### src/rtl/pc_sequencer_pkg.sv
// pc_sequencer_pkg: shared PC constants, sequencer state encoding and sticky-flag helper.
package pc_sequencer_pkg;
  localparam int unsigned DEF_PC_SIZE   = 32;
  localparam int unsigned DEF_PC_STEP   = 4;
  localparam int unsigned DEF_RAS_DEPTH = 4;
  localparam int unsigned DEF_RESET_PC  = 0;
  typedef enum logic [1:0] {S_IDLE, S_RUN, S_STALL, S_END} state_t;
  // CLEAR helper: clear dominates set so a restart always begins with clean flags
  function automatic logic sticky_next(input logic flag, input logic set, input logic clear);
    return clear ? 1'b0 : (flag | set);
  endfunction
endpackage

### src/rtl/pc_ras.sv
// pc_ras: circular return-address stack; a push when full overwrites the oldest entry.
module pc_ras
  import pc_sequencer_pkg::*;
#(
  parameter int unsigned PC_SIZE   = DEF_PC_SIZE,
  parameter int unsigned RAS_DEPTH = DEF_RAS_DEPTH
) (
  input  logic               i_clk,
  input  logic               i_reset_n,
  input  logic               i_clear,
  input  logic               i_push,
  input  logic               i_pop,
  input  logic [PC_SIZE-1:0] i_data,
  output logic [PC_SIZE-1:0] o_top,
  output logic               o_full,
  output logic               o_empty,
  output logic               o_overflow,
  output logic               o_underflow
);
  localparam int unsigned AW = $clog2(RAS_DEPTH);
  logic [PC_SIZE-1:0] r_mem [RAS_DEPTH];
  logic [AW-1:0]      r_ptr;
  logic [AW:0]        r_count;
  logic [AW-1:0]      w_top_idx;
  logic               w_do_pop;
  logic               w_do_push;
  assign w_top_idx   = r_ptr - AW'(1);
  assign o_top       = r_mem[w_top_idx];
  assign o_full      = r_count == (AW+1)'(RAS_DEPTH);
  assign o_empty     = r_count == '0;
  assign w_do_pop    = i_pop & ~o_empty;
  assign w_do_push   = i_push & ~i_pop & ~i_clear;
  assign o_overflow  = w_do_push & o_full;
  assign o_underflow = i_pop & o_empty;
  always_ff @(posedge i_clk or negedge i_reset_n) begin
    if (!i_reset_n) begin
      r_ptr   <= '0;
      r_count <= '0;
    end else if (i_clear) begin
      r_ptr   <= '0;
      r_count <= '0;
    end else if (w_do_pop) begin
      r_ptr   <= r_ptr - AW'(1);
      r_count <= r_count - (AW+1)'(1);
    end else if (w_do_push) begin
      r_ptr   <= r_ptr + AW'(1);
      r_count <= o_full ? r_count : r_count + (AW+1)'(1);
    end
  end
  always_ff @(posedge i_clk) begin
    if (w_do_push) r_mem[r_ptr] <= i_data;
  end
endmodule

### src/rtl/pc_sequencer.sv
// pc_sequencer: program counter FSM with stall, halt, jump and call/return via pc_ras.
module pc_sequencer
  import pc_sequencer_pkg::*;
#(
  parameter int unsigned PC_SIZE   = DEF_PC_SIZE,
  parameter int unsigned PC_STEP   = DEF_PC_STEP,
  parameter int unsigned RAS_DEPTH = DEF_RAS_DEPTH,
  parameter int unsigned RESET_PC  = DEF_RESET_PC
) (
  input  logic               i_clk,
  input  logic               i_reset_n,
  input  logic               i_start,
  input  logic               i_halt,
  input  logic               i_enable,
  input  logic               i_not_load,
  input  logic               i_load,
  input  logic               i_call,
  input  logic               i_ret,
  input  logic [PC_SIZE-1:0] i_next_pc,
  output logic [PC_SIZE-1:0] o_pc,
  output logic               o_running,
  output logic               o_halted,
  output logic               o_ras_full,
  output logic               o_ras_empty,
  output logic               o_ras_overflow,
  output logic               o_ras_underflow
);
  localparam logic [PC_SIZE-1:0] W_RESET_PC = PC_SIZE'(RESET_PC);
  state_t             r_state, w_state_nx;
  logic [PC_SIZE-1:0] r_pc, w_pc_nx, w_pc_inc, w_ras_top;
  logic               r_ovf, r_unf;
  logic               w_push, w_pop, w_clear, w_flag_clr, w_ovf_pulse, w_unf_pulse;
  assign w_pc_inc = r_pc + PC_SIZE'(PC_STEP);
  pc_ras #(.PC_SIZE(PC_SIZE), .RAS_DEPTH(RAS_DEPTH)) u_ras (
    .i_clk       (i_clk),
    .i_reset_n   (i_reset_n),
    .i_clear     (w_clear),
    .i_push      (w_push),
    .i_pop       (w_pop),
    .i_data      (w_pc_inc),
    .o_top       (w_ras_top),
    .o_full      (o_ras_full),
    .o_empty     (o_ras_empty),
    .o_overflow  (w_ovf_pulse),
    .o_underflow (w_unf_pulse)
  );
  always_comb begin
    w_state_nx = r_state;
    w_pc_nx    = r_pc;
    w_push     = 1'b0;
    w_pop      = 1'b0;
    w_clear    = 1'b0;
    w_flag_clr = 1'b0;
    case (r_state)
      S_IDLE: begin
        w_pc_nx    = W_RESET_PC;
        w_state_nx = i_start ? S_RUN : S_IDLE;
        w_flag_clr = i_start;
      end
      S_RUN: if (i_enable) begin
        if (i_halt) begin
          // PC parks at the reset value rather than advancing
          w_state_nx = S_END;
          w_pc_nx    = W_RESET_PC;
          w_clear    = 1'b1;
        end else if (i_not_load) begin
          w_state_nx = S_STALL;
        end else if (i_ret) begin
          w_pop   = 1'b1;
          w_pc_nx = o_ras_empty ? i_next_pc : w_ras_top;
        end else if (i_load) begin
          w_push  = i_call;
          w_pc_nx = i_next_pc;
        end else begin
          w_pc_nx = w_pc_inc;
        end
      end
      S_STALL: w_state_nx = S_RUN;
      default: begin
        w_pc_nx    = W_RESET_PC;
        w_clear    = 1'b1;
        w_state_nx = i_halt ? S_END : (i_start ? S_RUN : S_IDLE);
        w_flag_clr = ~i_halt & i_start;
      end
    endcase
  end
  always_ff @(posedge i_clk or negedge i_reset_n) begin
    if (!i_reset_n) begin
      r_state <= S_IDLE;
      r_pc    <= W_RESET_PC;
      r_ovf   <= 1'b0;
      r_unf   <= 1'b0;
    end else begin
      r_state <= w_state_nx;
      r_pc    <= w_pc_nx;
      r_ovf   <= sticky_next(r_ovf, w_ovf_pulse, w_flag_clr);
      r_unf   <= sticky_next(r_unf, w_unf_pulse, w_flag_clr);
    end
  end
  assign o_pc            = r_pc;
  assign o_running       = (r_state == S_RUN) | (r_state == S_STALL);
  assign o_halted        = r_state == S_END;
  assign o_ras_overflow  = r_ovf;
  assign o_ras_underflow = r_unf;
endmodule

### config.mk
export PLATFORM = sky130hd
export DESIGN_NAME = pc_sequencer
export DESIGN_NICKNAME = d
export VERILOG_FILES = /design/src/rtl/pc_sequencer_pkg.sv /design/src/rtl/pc_ras.sv /design/src/rtl/pc_sequencer.sv
export SDC_FILE = /design/constraint.sdc
export NUM_CORES = 1
export LEC_CHECK = 0
export BUFFER_PORTS_ARGS = -buffer_cell sky130_fd_sc_hd__buf_2
export CORE_AREA = 4 4 159 161
export CTS_BUF_LIST = sky130_fd_sc_hd__clkbuf_4 sky130_fd_sc_hd__clkbuf_8 sky130_fd_sc_hd__clkbuf_16
export CTS_CLUSTER_DIAMETER = 100
export CTS_CLUSTER_SIZE = 25
export DETAILED_ROUTE_END_ITERATION = 10
export DIE_AREA = 0 0 163 165
export PLACE_DENSITY_LB_ADDON = 0.1
export RECOVER_POWER = 25
export SYNTH_ARGS = -nofsm -noshare
export SYNTH_HDL_FRONTEND = slang
export SYNTH_SLANG_ARGS = --single-unit
### constraint.sdc
create_clock -name i_clk -period 4.5 [get_ports i_clk]
set_input_delay 0 -clock i_clk [delete_from_list [all_inputs] [get_ports i_clk]]
set_output_delay 0 -clock i_clk [all_outputs]
set_load 0.01 [all_outputs]
Word-level counts from Yosys, hierarchy flattened

Memories as Yosys holds them, arrays and structs flattened.
Index checks and enable logic that the tools add are counted.

Memories: 1
Flip-flop bits (word level): 41
Output and inout port bits: 38
Bits in read-only memories: 0
Latch bits: 0
Memory bits (writable): 128

Memory list:

| name        | words | width | rd ports | clocked after memory_dff | write ports | line         | source |
|---|---|---|---|---|---|---|---|
| u_ras.r_mem | 4     | 32    | 1        | 0                        | 1           | pc_ras.sv:21 | `logic [PC_SIZE-1:0] r_mem [RAS_DEPTH];` |

Shift-type cells: 0
Reductions and logical operators: 8
Muxes and demuxes: 39
$lt $le $gt $ge: 0
Bitwise logic cells: 14
$mul: 0
Eq/ne operators: 8
Divide/modulo/power cells: 0
Add/subtract/negate cells: 5

Operators by type and width:

| kind                                                   | count |
|---|---|
| two-way mux 32 bit                                     | 6 |
| case mux 32 bit (2 select lines)                       | 1 |
| adder 32 x 3 -> 32 bit (second input constant)         | 1 |
| two-way mux 1 bit                                      | 18 |
| two-way mux 2 bit                                      | 7 |
| two-way mux 3 bit                                      | 4 |
| AND 1 bit                                              | 6 |
| inequality test 3 bit (second input constant)          | 2 |
| case mux 2 bit (3 select lines)                        | 1 |
| inverter 1 bit                                         | 5 |
| == test 2 bit (second input constant)                  | 2 |
| case mux 1 bit (2 select lines)                        | 2 |
| AND reduction 2 bit                                    | 2 |
| OR reduction 2 bit                                     | 2 |
| adder 3 x 1 -> 3 bit (second input constant)           | 1 |
| == test 3 bit (second input constant)                  | 1 |
| zero test 3 bit                                        | 1 |
| inequality test 3 x 2 -> 1 bit (second input constant) | 1 |
| bitwise OR 1 bit                                       | 3 |
| AND reduction 3 bit                                    | 1 |
| nonzero test 3 bit                                     | 1 |
| subtractor 3 x 1 -> 3 bit (second input constant)      | 1 |
| adder 2 x 1 -> 2 bit (second input constant)           | 1 |
| == test 2 x 1 -> 1 bit (second input constant)         | 1 |
| 3 further kinds                                        | 3 |

Logic depth before layout (Yosys ltp)

Word-level depth: 11
Depth in mapped cells: 14

Hierarchy

From an unflattened synthesis, not the netlist that was laid out.

Cell total of the unflattened synthesis: 585
Area total of the unflattened synthesis: 8179.1 µm²

By module, submodules not included:

| module       | area an instance (µm²) | instances | cells an instance |
|---|---|---|---|
| pc_ras       | 5064.9                 | 1         | 217 |
| pc_sequencer | 3114.2                 | 1         | 368 |

Worst setup path before layout

Ideal clock, no wire load.

Kind: reg2reg
Start point: reg u_ras.r_ptr[0]
End point: reg r_pc[8] (netlist: o_pc[8])
Setup time: 0.126 ns
Buffers on the path: 7
Cell stages (with the launch flop): 14
Period minus slack after synthesis: 3.078 ns
Slack: 1.422 ns
Arrival: 2.952 ns
Cell sequence: dfrtp_1 -> buf_4 -> buf_6 -> buf_4 -> buf_4 -> inv_1 -> ha_1 -> buf_2 -> buf_2 -> buf_1 -> mux4_2 -> nand2_1 -> a21oi_1 -> a221o_1

Word-level cells in the longest chain between the ends: 8

RTL lines:

| item                             | line               | source |
|---|---|---|
| start, declared                  | pc_ras.sv:22       | `logic [AW-1:0] r_ptr;` |
| start signal, assigned           | pc_ras.sv:43       | `r_ptr <= r_ptr - AW'(1);` |
| start signal, assigned           | pc_ras.sv:46       | `r_ptr <= r_ptr + AW'(1);` |
| subtractor 2 x 1 -> 2 bit        | pc_ras.sv:27       | `assign w_top_idx = r_ptr - AW'(1);` |
| memory (4 x 32 bit)              | n/a                |  |
| two-way mux 32 bit               | pc_sequencer.sv:70 | `w_pc_nx = o_ras_empty ? i_next_pc : w_ras_top;` |
| two-way mux 32 bit               | pc_sequencer.sv:68 | `end else if (i_ret) begin` |
| two-way mux 32 bit               | pc_sequencer.sv:66 | `end else if (i_not_load) begin` |
| two-way mux 32 bit               | pc_sequencer.sv:61 | `if (i_halt) begin` |
| two-way mux 32 bit               | pc_sequencer.sv:60 | `S_RUN: if (i_enable) begin` |
| case mux 32 bit (2 select lines) | pc_sequencer.sv:54 | `case (r_state)` |
| end signal, assigned             | pc_sequencer.sv:95 | `r_pc <= w_pc_nx;` |
| end, declared                    | pc_sequencer.sv:30 | `logic [PC_SIZE-1:0] r_pc, w_pc_nx, w_pc_inc, w_ras_top;` |

Every way passes these cells. The select of a mux whose other input is x is not followed.
A chain may end at the register's enable or synchronous reset.

==> impl_metrics.env <==
export IMPL_critPathMaxFanout=41
export IMPL_cts_htree_levels=4
export IMPL_core_area_um2=24000
export IMPL_postSynthNetCount=692
export IMPL_worstSkewPairLatency_ns=0.43
export IMPL_avgSynthCellArea_um2=12.9
export IMPL_post_synth_top_area_fraction=0.464
export IMPL_max_clock_path_buffers=2
export IMPL_leak_nw=3.48
export IMPL_drv_cap=1
export IMPL_synth_main_ff_cell="sky130_fd_sc_hd__edfxtp_1"
export IMPL_wl_um=24500
export IMPL_fmax_mhz=343
export IMPL_post_dp_hpwl_um=15300
export IMPL_yosys_cell_count_top_type="sky130_fd_sc_hd__edfxtp_1"
export IMPL_switching_share=0.294
export IMPL_design_portCount=79
export IMPL_rsz0062_at_grt="no"
export IMPL_tritoncts_num_buffers=17
export IMPL_most_area_consuming_cells_after_synthesis="sky130_fd_sc_hd__edfxtp_1, sky130_fd_sc_hd__dfrtp_1, sky130_fd_sc_hd__mux4_2"
export IMPL_power_total_mw=3.89
export IMPL_die_w_um=163
export IMPL_design_final_nets=771
export IMPL_fin_skew_ns=0.0136
export IMPL_area_of_the_die_um2=26900
export IMPL_result_of_the_run="finished, violations left"
export IMPL_routed_wire_length_per_instance_um=23.1
export IMPL_post_synth_instance_area_um2=8290
export IMPL_setup_viol=0
export IMPL_io_buffer_count=78
export IMPL_post_cts_hold_buffer_count=12
export IMPL_power_per_cell_area_nw_per_um2=405
export IMPL_post_cts_setup_buffers=0
export IMPL_report_final_hold_viol_count=2
export IMPL_clock_tree_root_cell="sky130_fd_sc_hd__clkbuf_16"
export IMPL_cts_repair_resized=0
export IMPL_placementRows=57
export IMPL_hold_class="primary input to flop"
export IMPL_antenna_found_initial=0
export IMPL_synthToLayoutAreaGrowth_pct=15.7
export IMPL_insertedDiodeCount=0
export IMPL_fill_cells=2322
export IMPL_gr_usage_all_layers=0.186
export IMPL_ys_async_sr_fraction=0.243
export IMPL_comb_power_share=0.166
export IMPL_drt_vias_per_instance=5.51
export IMPL_synth_yosys_warnings=0
export IMPL_required_ns=4.21
export IMPL_grt_overflow=0
export IMPL_seq_power_share=0.468
export IMPL_synth_ff_latch_count=169
export IMPL_final_layout_setup_total_negative_slack_ns=0
export IMPL_antenna_violating_nets_post_route=0
export IMPL_worst_slew_pin_transition_ns=2.84
export IMPL_drt_first_iter_violations=406
export IMPL_clkSinkCount=169
export IMPL_cts_tree="done"
export IMPL_drive_gt1_frac=0.187
export IMPL_hold_ws_ns=-0.00471
export IMPL_yosysTopAreaCell="sky130_fd_sc_hd__edfxtp_1"
export IMPL_placed_cells_incl_taps=1013
export IMPL_grt_pass1_wl_um=37000
export IMPL_cts_clk_slew_worst_paths_ns=0.07
export IMPL_p_switching_mw=1.14
export IMPL_failing_checks="negative hold slack, max-capacitance violations, max-slew violations"
export IMPL_synth_edf_count=128
export IMPL_period_minus_slack_ns=2.91
export IMPL_power_clock_fraction=0.367
export IMPL_synthesized_netlist_cell_count=641
export IMPL_worstHoldStart="i_next_pc[17]"
export IMPL_worst_slew_margin_rel=-0.891
export IMPL_synth_top_cells_by_count="sky130_fd_sc_hd__edfxtp_1, sky130_fd_sc_hd__nand2_1, sky130_fd_sc_hd__dfrtp_1, sky130_fd_sc_hd__nor2_1, sky130_fd_sc_hd__o21ai_0"
export IMPL_gp_congestion=0.767
export IMPL_grt_pass1_vias=5942
export IMPL_synth_sequential_area_ratio=0.587
export IMPL_start_util=0.346
export IMPL_vias=5821
export IMPL_yosys_cell_types_count=63
export IMPL_grt_max_degree=46
export IMPL_cellInternalPower_mw=2.74
export IMPL_detail_route_first_pass_iterations=5
export IMPL_irDropWorstVdd_mv=0.254
export IMPL_path_class="primary input to asynchronous set/reset pin"
export IMPL_cp_capture_type="asynchronous set/reset pin"
export IMPL_timing_final_max_slew_violations=42
export IMPL_worstSetupStartpoint="i_reset_n"
export IMPL_start_kind="primary input"
export IMPL_layoutNonFillerInstCount=1057
export IMPL_timing_reg2reg_worst_path_depth=6
export IMPL_min_delay_path_depth=4
export IMPL_floorplan_die_height_um=165
export IMPL_worst_endpoint_arrival_ns=2.62
export IMPL_detailed_route_drc_error_count=0
export IMPL_layout_worst_path_cycle_share=0.647
export IMPL_r2r_start="r_state[1]$_DFFE_PN0P_"
==> final cells by class <==
type	count	area, µm²	area share
Clock inverter	15	140	0.0146
Clock buffer	17	425	0.0444
Timing Repair Buffer	100	538	0.0561
Sequential cell	169	4870	0.508
Multi-Input combinational cell	407	3110	0.325
Inverter	25	93.8	0.00979
Tap cell	324	405	0.0423
==> path summary, 6_finish.rpt <==
path                                                end  slack (ns)
setup reg to reg           u_ras.r_mem[2][24]$_DFFE_PP_        1.61
hold / removal                     o_pc[17]$_DFFE_PN0P_      -0.005
min in group asynchronous           o_pc[1]$_DFFE_PN0P_        1.11
setup / recovery             u_ras.r_ptr[0]$_DFFE_PN0P_        1.59
hold reg to reg               o_ras_underflow$_DFF_PN0_        0.51
max in group i_clk         u_ras.r_mem[2][24]$_DFFE_PP_        1.61
==> cell families after synthesis <==
group                      Yosys count  share of synthesized area
and+or+nand+nor                    176                      0.112
adders and majority gates           10                     0.0160
buffers and inverters               65                     0.0383
muxes                               54                      0.106
AOI/OAI and AO/OA                  150                      0.122
xor gates and xnor gates            17                     0.0180
DFF                                169                      0.587
==> per-layer routing <==
layer	global-route usage	vias up	wire length, µm
li1	-	2641	-
met1	0.261	2925	11200
met2	0.295	213	11300
met3	0.0357	42	1460
met4	0.0587	0	517
met5	0	-	0
==> worst max-delay path, cell delays in order <==
cell and delay (ns):
sky130_fd_sc_hd__dlygate4sd3_1 0.52, sky130_fd_sc_hd__buf_2 0.09, sky130_fd_sc_hd__clkbuf_1 2.00
==> flip-flops by register name, indices dropped and copies added, names as in the netlist <==
register,cells
u_ras.r_mem,128
o_pc,32
u_ras.r_count,3
r_state,2
u_ras.r_ptr,2
o_ras_overflow,1
o_ras_underflow,1
==> placed cells by master (no fill, tap or decap), drive strengths merged, types with 6 or more instances in the layout <==
cell type / n
dfrtp: 41
nand3: 16
a21oi: 28
edfxtp: 128
o211ai: 9
clkbuf: 53
clkinv: 6
mux2i: 25
a21o: 15
dlygate4sd3: 12
nand4: 12
buf: 52
mux4: 27
nor3: 7
a211oi: 8
ha: 9
xnor2: 16
or4: 9
o2111ai: 6
a31oi: 14
inv: 31
o21ai: 31
nand2: 53
or3: 10
o2bb2ai: 6
nand2b: 6
and2: 6
nor2: 31
a22o: 6
==> per-stage QoR <==
step | worst slack (ns) | utilization | hold slack, ns | area [µm²]
floorplan | 1.42 | - | -0.296 | 8290
global placement | 1.76 | 0.373 | 0.159 | 8950
detailed placement | 1.65 | 0.373 | 0.165 | 8950
CTS | 1.60 | 0.402 | 0.00365 | 9640
global route | 1.09 | 0.400 | 0.0106 | 9590
finish | 1.59 | 0.400 | -0.00471 | 9590
==> power by group through the flow <==
stage / logic, mW / clock network, mW / registers, mW
4_1_cts: 0.655 / 1.46 / 1.82
3_5_place_dp: 0.640 / 0 / 1.85
2_1_floorplan: 0.382 / 0 / 1.84
6_report: 0.644 / 1.43 / 1.82
3_3_place_gp: 0.630 / 0 / 1.85
5_1_grt: 0.700 / 1.52 / 1.83
Power figures use the tool's default switching activity.
